===== src/rtl/anubis_pkg.sv =====
// Shared types and constants for the Anubis round sequencer slice.
package anubis_pkg;

    localparam int ANUBIS_BLK_W          = 128;
    localparam int ANUBIS_ROUNDS_DEFAULT = 12;

    typedef enum logic [2:0] {
        ST_IDLE,
        ST_LOAD,
        ST_ROUND,
        ST_FINAL,
        ST_RESP
    } seq_state_t;

endpackage


===== src/rtl/anubis_round_sequencer_if.sv =====
// Requester, datapath and response signals of the round sequencer; slave = sequencer side.
interface anubis_round_sequencer_if #(
    parameter int NREQ = 2
);
    import anubis_pkg::*;

    localparam int IDW = $clog2(NREQ);

    logic [NREQ-1:0]              req_valid;
    logic [NREQ-1:0]              req_is_key;
    logic [NREQ*ANUBIS_BLK_W-1:0] req_data;
    logic [NREQ-1:0]              req_ready;

    logic [ANUBIS_BLK_W-1:0]      dp_data;
    logic                         dp_load_key;
    logic                         dp_load_data;
    logic                         dp_round_en;
    logic [3:0]                   dp_round_idx;
    logic                         dp_final;
    logic [ANUBIS_BLK_W-1:0]      dp_result;

    logic                         rsp_valid;
    logic [IDW-1:0]               rsp_id;
    logic [ANUBIS_BLK_W-1:0]      rsp_data;
    logic                         rsp_ready;

    modport slave (
        input  req_valid, req_is_key, req_data, dp_result, rsp_ready,
        output req_ready, dp_data, dp_load_key, dp_load_data, dp_round_en,
               dp_round_idx, dp_final, rsp_valid, rsp_id, rsp_data
    );

    modport master (
        output req_valid, req_is_key, req_data, dp_result, rsp_ready,
        input  req_ready, dp_data, dp_load_key, dp_load_data, dp_round_en,
               dp_round_idx, dp_final, rsp_valid, rsp_id, rsp_data
    );

endinterface


===== src/rtl/anubis_rr_arbiter.sv =====
// Request arbiter: round-robin by default, fixed lowest-index priority when
// ANUBIS_SEQ_FIXED_PRIO_EN is defined (no pointer state in that build).
module anubis_rr_arbiter #(
    parameter int NREQ = 2
) (
    input  logic                     clk,
    input  logic                     reset,
    input  logic [NREQ-1:0]          req,
    input  logic                     accept,
    output logic [NREQ-1:0]          grant,
    output logic [$clog2(NREQ)-1:0]  gnt_id,
    output logic                     any_req
);
    localparam int IDW = $clog2(NREQ);

    int search_base;

`ifdef ANUBIS_SEQ_FIXED_PRIO_EN
    always_comb begin
        search_base = 0;
    end
`else
    logic [IDW-1:0] rr_ptr_reg;

    always_ff @(posedge clk) begin
        if (reset) begin
            rr_ptr_reg <= '0;
        end else if (accept) begin
            rr_ptr_reg <= (gnt_id == IDW'(NREQ - 1)) ? '0 : gnt_id + 1'b1;
        end
    end

    always_comb begin
        search_base = int'(rr_ptr_reg);
    end
`endif

    // Walk the search order backwards so the last hit is the highest priority.
    always_comb begin
        gnt_id  = '0;
        any_req = 1'b0;
        for (int k = NREQ - 1; k >= 0; k--) begin
            if (req[IDW'((search_base + k) % NREQ)]) begin
                gnt_id  = IDW'((search_base + k) % NREQ);
                any_req = 1'b1;
            end
        end
    end

    for (genvar gi = 0; gi < NREQ; gi++) begin : g_grant
        assign grant[gi] = any_req && (gnt_id == IDW'(gi));
    end

endmodule


===== src/rtl/anubis_round_sequencer.sv =====
// Shares one iterative Anubis round datapath among NREQ requesters: load, ROUNDS rounds,
// final transform, tagged response. Arbitration mode selected by ANUBIS_SEQ_FIXED_PRIO_EN.
module anubis_round_sequencer
    import anubis_pkg::*;
#(
    parameter int NREQ   = 2,
    parameter int ROUNDS = ANUBIS_ROUNDS_DEFAULT
) (
    input  logic                      clk,
    input  logic                      reset,
    anubis_round_sequencer_if.slave   bus
);
    localparam int         IDW        = $clog2(NREQ);
    localparam logic [3:0] ROUND_LAST = 4'(ROUNDS - 1);

    seq_state_t              state_reg, state_next;
    logic                    key_loaded_reg;
    logic                    is_key_reg;
    logic [IDW-1:0]          id_reg;
    logic [ANUBIS_BLK_W-1:0] operand_reg;
    logic [3:0]              round_cnt_reg;
    logic [ANUBIS_BLK_W-1:0] rsp_data_reg;

    logic [NREQ-1:0]         grant;
    logic [IDW-1:0]          gnt_id;
    logic                    any_req;
    logic                    accept;

    anubis_rr_arbiter #(.NREQ(NREQ)) u_arb (
        .clk     (clk),
        .reset   (reset),
        .req     (bus.req_valid),
        .accept  (accept),
        .grant   (grant),
        .gnt_id  (gnt_id),
        .any_req (any_req)
    );

    assign accept        = (state_reg == ST_IDLE) && any_req && !reset;
    assign bus.req_ready = accept ? grant : '0;

    always_ff @(posedge clk) begin
        if (reset) begin
            state_reg      <= ST_IDLE;
            key_loaded_reg <= 1'b0;
            is_key_reg     <= 1'b0;
            id_reg         <= '0;
            operand_reg    <= '0;
            round_cnt_reg  <= '0;
            rsp_data_reg   <= '0;
        end else begin
            state_reg <= state_next;
            case (state_reg)
                ST_IDLE: begin
                    if (accept) begin
                        id_reg      <= gnt_id;
                        is_key_reg  <= bus.req_is_key[gnt_id];
                        operand_reg <= bus.req_data[gnt_id*ANUBIS_BLK_W +: ANUBIS_BLK_W];
                    end
                end
                ST_LOAD: begin
                    round_cnt_reg <= '0;
                    if (is_key_reg) begin
                        key_loaded_reg <= 1'b1;
                    end else if (!key_loaded_reg) begin
                        rsp_data_reg <= '0;
                    end
                end
                ST_ROUND: begin
                    if (round_cnt_reg != ROUND_LAST) begin
                        round_cnt_reg <= round_cnt_reg + 4'd1;
                    end
                end
                ST_FINAL: rsp_data_reg <= bus.dp_result;
                default: ;
            endcase
        end
    end

    // A keyless encrypt still answers through RESP so the zero result obeys rsp_ready.
    always_comb begin
        state_next       = state_reg;
        bus.dp_data      = '0;
        bus.dp_load_key  = 1'b0;
        bus.dp_load_data = 1'b0;
        bus.dp_round_en  = 1'b0;
        bus.dp_round_idx = '0;
        bus.dp_final     = 1'b0;
        bus.rsp_valid    = 1'b0;
        bus.rsp_id       = '0;
        bus.rsp_data     = '0;
        case (state_reg)
            ST_IDLE: begin
                if (accept) state_next = ST_LOAD;
            end
            ST_LOAD: begin
                if (is_key_reg) begin
                    bus.dp_data     = operand_reg;
                    bus.dp_load_key = 1'b1;
                    state_next      = ST_IDLE;
                end else if (key_loaded_reg) begin
                    bus.dp_data      = operand_reg;
                    bus.dp_load_data = 1'b1;
                    state_next       = ST_ROUND;
                end else begin
                    state_next = ST_RESP;
                end
            end
            ST_ROUND: begin
                bus.dp_round_en  = 1'b1;
                bus.dp_round_idx = round_cnt_reg;
                if (round_cnt_reg == ROUND_LAST) state_next = ST_FINAL;
            end
            ST_FINAL: begin
                bus.dp_final = 1'b1;
                state_next   = ST_RESP;
            end
            ST_RESP: begin
                bus.rsp_valid = 1'b1;
                bus.rsp_id    = id_reg;
                bus.rsp_data  = rsp_data_reg;
                if (bus.rsp_ready) state_next = ST_IDLE;
            end
            default: state_next = ST_IDLE;
        endcase
    end

endmodule


===== src/flat_wrapper.sv =====
// flat-port wrapper written by rule: the top's interface ports become plain ports
module anubis_round_sequencer_flat import anubis_pkg::*;
#(
    parameter int NREQ   = 2,
    parameter int ROUNDS = ANUBIS_ROUNDS_DEFAULT
)
  (clk, reset, bus_req_valid, bus_req_is_key, bus_req_data, bus_dp_result, bus_rsp_ready, bus_req_ready, bus_dp_data, bus_dp_load_key, bus_dp_load_data, bus_dp_round_en, bus_dp_round_idx, bus_dp_final, bus_rsp_valid, bus_rsp_id, bus_rsp_data);
  anubis_round_sequencer_if #(.NREQ(NREQ)) bus_i ();
  input  logic clk;
  input  logic reset;
  input wire logic [$bits(bus_i.req_valid)-1:0] bus_req_valid;
  input wire logic [$bits(bus_i.req_is_key)-1:0] bus_req_is_key;
  input wire logic [$bits(bus_i.req_data)-1:0] bus_req_data;
  input wire logic [$bits(bus_i.dp_result)-1:0] bus_dp_result;
  input wire logic [$bits(bus_i.rsp_ready)-1:0] bus_rsp_ready;
  output wire logic [$bits(bus_i.req_ready)-1:0] bus_req_ready;
  output wire logic [$bits(bus_i.dp_data)-1:0] bus_dp_data;
  output wire logic [$bits(bus_i.dp_load_key)-1:0] bus_dp_load_key;
  output wire logic [$bits(bus_i.dp_load_data)-1:0] bus_dp_load_data;
  output wire logic [$bits(bus_i.dp_round_en)-1:0] bus_dp_round_en;
  output wire logic [$bits(bus_i.dp_round_idx)-1:0] bus_dp_round_idx;
  output wire logic [$bits(bus_i.dp_final)-1:0] bus_dp_final;
  output wire logic [$bits(bus_i.rsp_valid)-1:0] bus_rsp_valid;
  output wire logic [$bits(bus_i.rsp_id)-1:0] bus_rsp_id;
  output wire logic [$bits(bus_i.rsp_data)-1:0] bus_rsp_data;
  assign bus_i.req_valid = bus_req_valid;
  assign bus_i.req_is_key = bus_req_is_key;
  assign bus_i.req_data = bus_req_data;
  assign bus_i.dp_result = bus_dp_result;
  assign bus_i.rsp_ready = bus_rsp_ready;
  assign bus_req_ready = bus_i.req_ready;
  assign bus_dp_data = bus_i.dp_data;
  assign bus_dp_load_key = bus_i.dp_load_key;
  assign bus_dp_load_data = bus_i.dp_load_data;
  assign bus_dp_round_en = bus_i.dp_round_en;
  assign bus_dp_round_idx = bus_i.dp_round_idx;
  assign bus_dp_final = bus_i.dp_final;
  assign bus_rsp_valid = bus_i.rsp_valid;
  assign bus_rsp_id = bus_i.rsp_id;
  assign bus_rsp_data = bus_i.rsp_data;
  anubis_round_sequencer #(.NREQ(NREQ), .ROUNDS(ROUNDS)) u_core (.clk(clk), .reset(reset), .bus(bus_i));
endmodule

===== config.mk =====
export PLATFORM = sky130hd
export DESIGN_NAME = anubis_round_sequencer_flat
export DESIGN_NICKNAME = d
export VERILOG_FILES = /design/src/rtl/anubis_pkg.sv /design/src/rtl/anubis_round_sequencer_if.sv /design/src/rtl/anubis_rr_arbiter.sv /design/src/rtl/anubis_round_sequencer.sv /design/src/flat_wrapper.sv
export SDC_FILE = /design/constraint.sdc
export NUM_CORES = 1
export LEC_CHECK = 0
export ABC_CLOCK_PERIOD_IN_PS = 3000
export BUFFER_PORTS_ARGS = -buffer_cell sky130_fd_sc_hd__buf_2
export CORE_AREA = 10 10 246 248
export CTS_CLUSTER_DIAMETER = 40
export CTS_CLUSTER_SIZE = 20
export DETAILED_ROUTE_END_ITERATION = 6
export DIE_AREA = 0 0 256 258
export HOLD_SLACK_MARGIN = 0.05
export PLACE_DENSITY = 0.45
export SLEW_MARGIN = 10
export SYNTH_ARGS = -nofsm -noshare
export SYNTH_HDL_FRONTEND = slang
export SYNTH_SLANG_ARGS = --single-unit

===== constraint.sdc =====
create_clock -name clk -period 3 [get_ports clk]
set_input_delay 0.3 -clock clk [delete_from_list [all_inputs] [get_ports clk]]
set_output_delay 0.3 -clock clk [all_outputs]
set_load 0.01 [all_outputs]

**Yosys cells after proc, flatten, opt, wreduce, memory -nomap -nowiden**

Index checks and enable logic that the tools add are counted.

- Register bits after elaboration: 267
- Input bits: 391
- Output and inout port bits: 268
- Logic and storage cells: 78

- Add/sub/neg operators: 3
- Magnitude comparators: 3
- Eq/ne operators: 12
- Shifts and indexed selects: 1
- Multiplexer cells: 37
- Bitwise gates (word level): 1
- Reductions and logical operators: 13

Operator list:

| kind | count |
|---|---|
| $mux 128 | 6 |
| $pmux 128 s2 | 1 |
| $shiftx 256x9->128 | 1 |
| $mux 1 | 20 |
| $mux 3 | 5 |
| $pmux 3 s5 | 1 |
| $mux 4 | 2 |
| $pmux 4 s2 | 1 |
| $eq 3x2->1 const B | 2 |
| $lt 1x3->1 const B | 2 |
| $ne 2x1->1 const B | 3 |
| $ne 2x2->1 const B | 3 |
| $reduce_and 2->1 | 3 |
| $reduce_and 3->1 | 2 |
| $add 4x1->4 const B | 1 |
| $eq 4x4->1 const B | 1 |
| $logic_and 1x1->1 | 4 |
| $ne 4x4->1 const B | 1 |
| $reduce_bool 2->1 | 2 |
| $eq 3x1->1 const B | 1 |
| $eq 3x3->1 const B | 1 |
| $logic_not 3->1 | 1 |
| $add 1x1->1 const B | 2 |
| $lt 1x2->1 const B | 1 |
| other kinds (3) | 3 |

**Logic depth before layout (Yosys ltp)**

- Depth after elaboration: 10
- Mapped depth: 7
- Mapped depth without buffers: 4

**Cells and area by module**

A second synthesis with hierarchy kept.

- Cell total of the unflattened synthesis: 1212
- Area, all modules: 11825.1 um2

Modules (own cells, without submodules):

| module | instances | cells each | area each (um2) | sequential area each (um2) |
|---|---|---|---|---|
| anubis_round_sequencer | 1 | 1205 | 11760.0 | 5325.1 |
| anubis_rr_arbiter | 1 | 7 | 65.1 | 20.0 |

**Worst setup path before layout**

No wires, ideal clock.

- Path kind: flip-flop to output port
- Start point: reg u_core.state_reg[2]
- End point: out bus_dp_data[107]
- Arrival: 1.492 ns
- Required time: 2.700 ns
- Slack: 1.208 ns
- Stages on the path, launching flop included: 7
- Buffers on the path: 3
- Path through: dfxtp_1 > buf_2 > or3b_1 > nor2_1 > buf_2 > clkbuf_2 > and2_1

- Word-level cells in the longest chain between the ends: 2

Ends and longest elaborated chain:

| item | line | text |
|---|---|---|
| start, declared | anubis_round_sequencer.sv:16 | `seq_state_t state_reg, state_next;` |
| start signal, assigned | anubis_round_sequencer.sv:52 | `state_reg <= state_next;` |
| $eq 3x1->1 | anubis_round_sequencer.sv:92 | `case (state_reg)` |
| $mux 128 | anubis_round_sequencer.sv:92 |  |
| end, declared | flat_wrapper.sv:17 | `output wire logic [$bits(bus_i.dp_data)-1:0] bus_dp_data;` |

Every way passes these cells.

**Worst setup path in the final report**

- Start point: reg u_core.state_reg[0]
- End point: out bus_dp_data[80]

Same word-level chain as after synthesis.

==> metrics.txt <==
# TYPE chip_impl_metric gauge
chip_impl_metric{name="cts-htree-levels",unit=""} 2
chip_impl_metric{name="num_rows",unit=""} 87
chip_impl_metric{name="postSynthAreaPerCell",unit="µm²"} 8.38
chip_impl_info{name="end_kind",value="output pin"} 1
chip_impl_metric{name="diodes",unit=""} 0
chip_impl_info{name="synth_ff_type",value="sky130_fd_sc_hd__dfxtp_1"} 1
chip_impl_metric{name="dpl_cell_area",unit="mm²"} 0.0168
chip_impl_metric{name="place.port_buffers",unit=""} 657
chip_impl_metric{name="critical_path.max_fanout",unit=""} 123
chip_impl_metric{name="max-vdd-ir-drop",unit="µV"} 461
chip_impl_metric{name="numCtsBuffers",unit=""} 51
chip_impl_metric{name="postRouteWirelength",unit="µm"} 58500
chip_impl_info{name="hold_end",value="u_core.operand_reg[23]"} 1
chip_impl_metric{name="postSynthNetCount",unit=""} 1910
chip_impl_metric{name="design_area",unit="mm²"} 0.0201
chip_impl_metric{name="synth-seq-area-share",unit=""} 0.420
chip_impl_metric{name="drt-wirelength-per-cell",unit="µm"} 19.1
chip_impl_metric{name="p_switching",unit="W"} 0.00298
chip_impl_info{name="worstPathCellList",value="or3b_1 > nor2_4 > clkbuf_16 > and2_1 > buf_2"} 1
chip_impl_info{name="worstHoldPathType",value="in -> reg"} 1
chip_impl_info{name="post_synth_main_area_contributors",value="sky130_fd_sc_hd__dfxtp_1 42%, sky130_fd_sc_hd__and2_1 13%, sky130_fd_sc_hd__a21oi_1 10%, sky130_fd_sc_hd__mux2i_1 10%, sky130_fd_sc_hd__a211oi_1 7.7%"} 1
chip_impl_info{name="r2r_start",value="u_core.state_reg[2]"} 1
chip_impl_metric{name="setup_ws_post_layout",unit="ps"} 171
chip_impl_metric{name="postSynth.asyncResetShare",unit=""} 0
chip_impl_metric{name="grt_max_degree",unit=""} 134
chip_impl_metric{name="drcViolationCount",unit=""} 0
chip_impl_metric{name="design.core.area",unit="mm²"} 0.0557
chip_impl_metric{name="post_synth_instance_area",unit="mm²"} 0.0127
chip_impl_metric{name="final_cycle_utilization_of_the_critical_path",unit=""} 0.943
chip_impl_metric{name="synth_seq_cells",unit=""} 267
chip_impl_metric{name="cell_internal_pwr",unit="W"} 0.00851
chip_impl_metric{name="die_h",unit="µm"} 258
chip_impl_info{name="setup_repair_after_global_routing_missed_its_margin",value="no"} 1
chip_impl_metric{name="drtAntennaViolNets",unit=""} 0
chip_impl_metric{name="clock_transition_time_at_the_flip_flop_clock_pins_of_the_worst_setup_and_hold_paths",unit="ps"} 50
chip_impl_info{name="yosysMostFrequentCell",value="sky130_fd_sc_hd__dfxtp_1"} 1
chip_impl_metric{name="post_route_cells_drive_above_1_share",unit=""} 0.350
chip_impl_metric{name="cap_violations",unit=""} 0
chip_impl_metric{name="die_area",unit="mm²"} 0.0660
chip_impl_metric{name="pre_cts_ws",unit="ps"} 593
chip_impl_metric{name="report.final.hold_viol_count",unit=""} 0
chip_impl_metric{name="drt_iter0_markers",unit=""} 709
chip_impl_metric{name="dr.pass1.iters",unit=""} 5
chip_impl_metric{name="maxSlewViolCount",unit=""} 0
chip_impl_metric{name="holdPathStages",unit=""} 3
chip_impl_metric{name="worst_r2r_path_depth",unit=""} 5
chip_impl_metric{name="multiInputGateArea",unit="mm²"} 0.00668
chip_impl_metric{name="worst-endpoint-arrival",unit="ps"} 2530
chip_impl_metric{name="grt-ovfl-total",unit=""} 0
chip_impl_metric{name="finalCoreUtilization",unit=""} 0.361
chip_impl_info{name="critPathKind",value="reg -> out"} 1
chip_impl_metric{name="combPwrFrac",unit=""} 0.132
chip_impl_metric{name="fin_tns_setup",unit="ps"} 0
chip_impl_metric{name="critical-path-max-stage-delay",unit="ps"} 510
chip_impl_info{name="setup.worst_path.start_class",value="flop"} 1
chip_impl_metric{name="tritoncts_num_sinks",unit=""} 267
chip_impl_info{name="clockRootBuffer",value="sky130_fd_sc_hd__clkbuf_16"} 1
chip_impl_metric{name="cts-root-to-sink-buffers",unit=""} 3
chip_impl_metric{name="tightest_slew",unit="ps"} 908
chip_impl_metric{name="dp_hpwl",unit="µm"} 42300
chip_impl_info{name="worst_hold_path_startpoint",value="bus_req_data[151]"} 1
chip_impl_metric{name="via_total_after_detailed_routing",unit=""} 13900
chip_impl_info{name="post_synth_most_frequent_cells",value="267 x sky130_fd_sc_hd__dfxtp_1, 261 x sky130_fd_sc_hd__a21oi_1, 260 x sky130_fd_sc_hd__and2_1"} 1
chip_impl_metric{name="initial_core_util",unit=""} 0.228
chip_impl_info{name="post-synth-top-area-cell",value="sky130_fd_sc_hd__dfxtp_1"} 1
chip_impl_metric{name="clockPowerShare",unit=""} 0.535
chip_impl_metric{name="synthesis.instances",unit=""} 1518
chip_impl_metric{name="synthToLayoutAreaGrowth",unit="%"} 58.4
chip_impl_metric{name="setup_viol",unit=""} 0
chip_impl_info{name="worst_r2r_endpoint",value="u_core.is_key_reg"} 1
chip_impl_metric{name="max_freq",unit="GHz"} 0.353
chip_impl_metric{name="yosysUniqueCellTypes",unit=""} 35
chip_impl_metric{name="grt_antenna_before_repair",unit=""} 2
chip_impl_metric{name="yosys.area.top_type_share",unit=""} 0.420
chip_impl_metric{name="synth.yosys.warnings",unit=""} 0
chip_impl_metric{name="period_needed",unit="ps"} 2830
chip_impl_metric{name="globalplace.congestion",unit=""} 0.845
chip_impl_metric{name="timing.max_slew.rel_slack",unit=""} 0.395
chip_impl_metric{name="vias_per_cell",unit=""} 4.54
chip_impl_metric{name="netSwitchingFraction",unit=""} 0.259
chip_impl_info{name="cp_slowest_cell",value="sky130_fd_sc_hd__or3b_1"} 1
chip_impl_metric{name="wire_length_of_the_first_global_routing_pass",unit="µm"} 87900
chip_impl_metric{name="worst-endpoint-required",unit="ps"} 2700
chip_impl_metric{name="fill_cells",unit=""} 5859
chip_impl_metric{name="finalNetCount",unit=""} 2654
chip_impl_metric{name="gr-usage-all-layers",unit=""} 0.167
chip_impl_metric{name="power.total",unit="W"} 0.0115
chip_impl_metric{name="clkLatencyLatePin",unit="ps"} 580
chip_impl_info{name="outcome",value="finished, final reports clean"} 1
chip_impl_metric{name="floorplan.io_pins",unit=""} 659
chip_impl_metric{name="power_density",unit="mW/mm²"} 570
chip_impl_metric{name="final-seq-area",unit="mm²"} 0.00535
chip_impl_info{name="tritoncts",value="yes"} 1
chip_impl_metric{name="via_count_of_the_first_global_routing_pass",unit=""} 14400
chip_impl_metric{name="synth_enable_flop_cells",unit=""} 0
chip_impl_metric{name="fp.dieW",unit="µm"} 256
chip_impl_metric{name="p_leak",unit="nW"} 8.74
chip_impl_metric{name="final.setup_skew",unit="ps"} 28.1
chip_impl_metric{name="seq_power_share",unit=""} 0.333
chip_impl_metric{name="r2r_setup_slack",unit="ps"} 390
worst max-delay path, delay by kind of cell, from the launching register on:
| kind | cells | cell delay (ps) |
|---|---|---|
| buffers and inverters | 2 | 490 |
| flip-flops | 1 | 470 |
| AND/OR/NAND/NOR | 3 | 900 |
placed cells by master (no fill, tap or decap), types with 2 or more instances in the layout:
cell type	Yosys	layout
sky130_fd_sc_hd__bufinv_16	0	10
sky130_fd_sc_hd__buf_4	13	36
sky130_fd_sc_hd__nor4_1	2	2
sky130_fd_sc_hd__or3b_1	2	2
sky130_fd_sc_hd__nor2_1	5	3
sky130_fd_sc_hd__inv_6	0	5
sky130_fd_sc_hd__nor3b_1	3	2
sky130_fd_sc_hd__o21ai_0	130	130
sky130_fd_sc_hd__nor2_4	0	2
sky130_fd_sc_hd__inv_1	7	7
sky130_fd_sc_hd__o211ai_1	2	2
sky130_fd_sc_hd__mux2i_1	129	129
sky130_fd_sc_hd__and2_1	260	260
sky130_fd_sc_hd__o21a_1	2	2
sky130_fd_sc_hd__nand2b_1	5	4
sky130_fd_sc_hd__or3_1	3	3
sky130_fd_sc_hd__dlygate4sd3_1	0	147
sky130_fd_sc_hd__a21oi_1	261	261
sky130_fd_sc_hd__clkbuf_16	0	53
sky130_fd_sc_hd__clkbuf_1	94	4
sky130_fd_sc_hd__buf_12	0	12
sky130_fd_sc_hd__clkbuf_8	0	4
sky130_fd_sc_hd__clkinv_4	0	5
sky130_fd_sc_hd__nand2_1	130	130
sky130_fd_sc_hd__buf_2	39	656
sky130_fd_sc_hd__nand3_1	4	4
sky130_fd_sc_hd__dfxtp_1	267	265
sky130_fd_sc_hd__clkinvlp_4	0	4
sky130_fd_sc_hd__a211oi_1	130	130
sky130_fd_sc_hd__clkinv_2	0	10
layout make-up:
class,count,share of cell area
flip-flops and latches,267,0.266
well taps,756,0.0470
inverters,7,0.00130
clock buffers,59,0.0674
multi-input cells,1082,0.331
repair buffers,853,0.263
clock inverters,35,0.0240
worst max-delay path by stage:
stage                              from                to  slack, ps  cells past startpoint
global route        u_core.state_reg[0]   bus_dp_data[32]          1                      5
global placement    u_core.state_reg[0]   bus_dp_data[17]        640                      5
finish              u_core.state_reg[0]   bus_dp_data[80]        170                      5
detailed placement  u_core.state_reg[0]   bus_dp_data[80]        590                      5
floorplan           u_core.state_reg[2]  bus_dp_data[107]       1210                      6
CTS                 u_core.state_reg[0]   bus_dp_data[80]         90                      5
kinds of logic after synthesis:
group | count (synthesis) | share of synthesized area
compound gates | 529 | 0.235
xor+xnor | 1 | 0.000689
fa+ha+maj | 1 | 0.000984
buf+inv | 169 | 0.0587
flops | 267 | 0.420
mux | 129 | 0.102
simple gates | 422 | 0.182
power by group through the flow:
stage          Combinational (W)  Clock, W  Sequential, W
3_5_place_dp             0.00135         0        0.00390
5_1_grt                  0.00165   0.00650        0.00385
4_1_cts                  0.00152   0.00633        0.00383
3_3_place_gp             0.00134         0        0.00389
2_1_floorplan           0.000793         0        0.00383
6_report                 0.00151   0.00615        0.00383
stage by stage:
step	hold slack, ps	std cells
2_1_floorplan	436	1518
3_3_place_gp	456	2818
3_5_place_dp	462	2818
4_1_cts	51.1	3059
5_1_grt	74.0	3059
6_report	94.9	3059
routing by layer:
layer | track usage | share of wire
met2 | 0.295 | 0.51
met4 | 0.0622 | 0.030
met5 | 0 | 0
met3 | 0.0361 | 0.050
met1 | 0.196 | 0.41
what timing repair did:
item	4_1_cts	5_1_grt
hold buffers	147	0
endpoints found under the hold margin	146	0
setup endpoints to repair	119	9
pin swaps	0	0
setup buffers	0	0
resized for setup	1	2
Power figures use the tool's default switching activity.
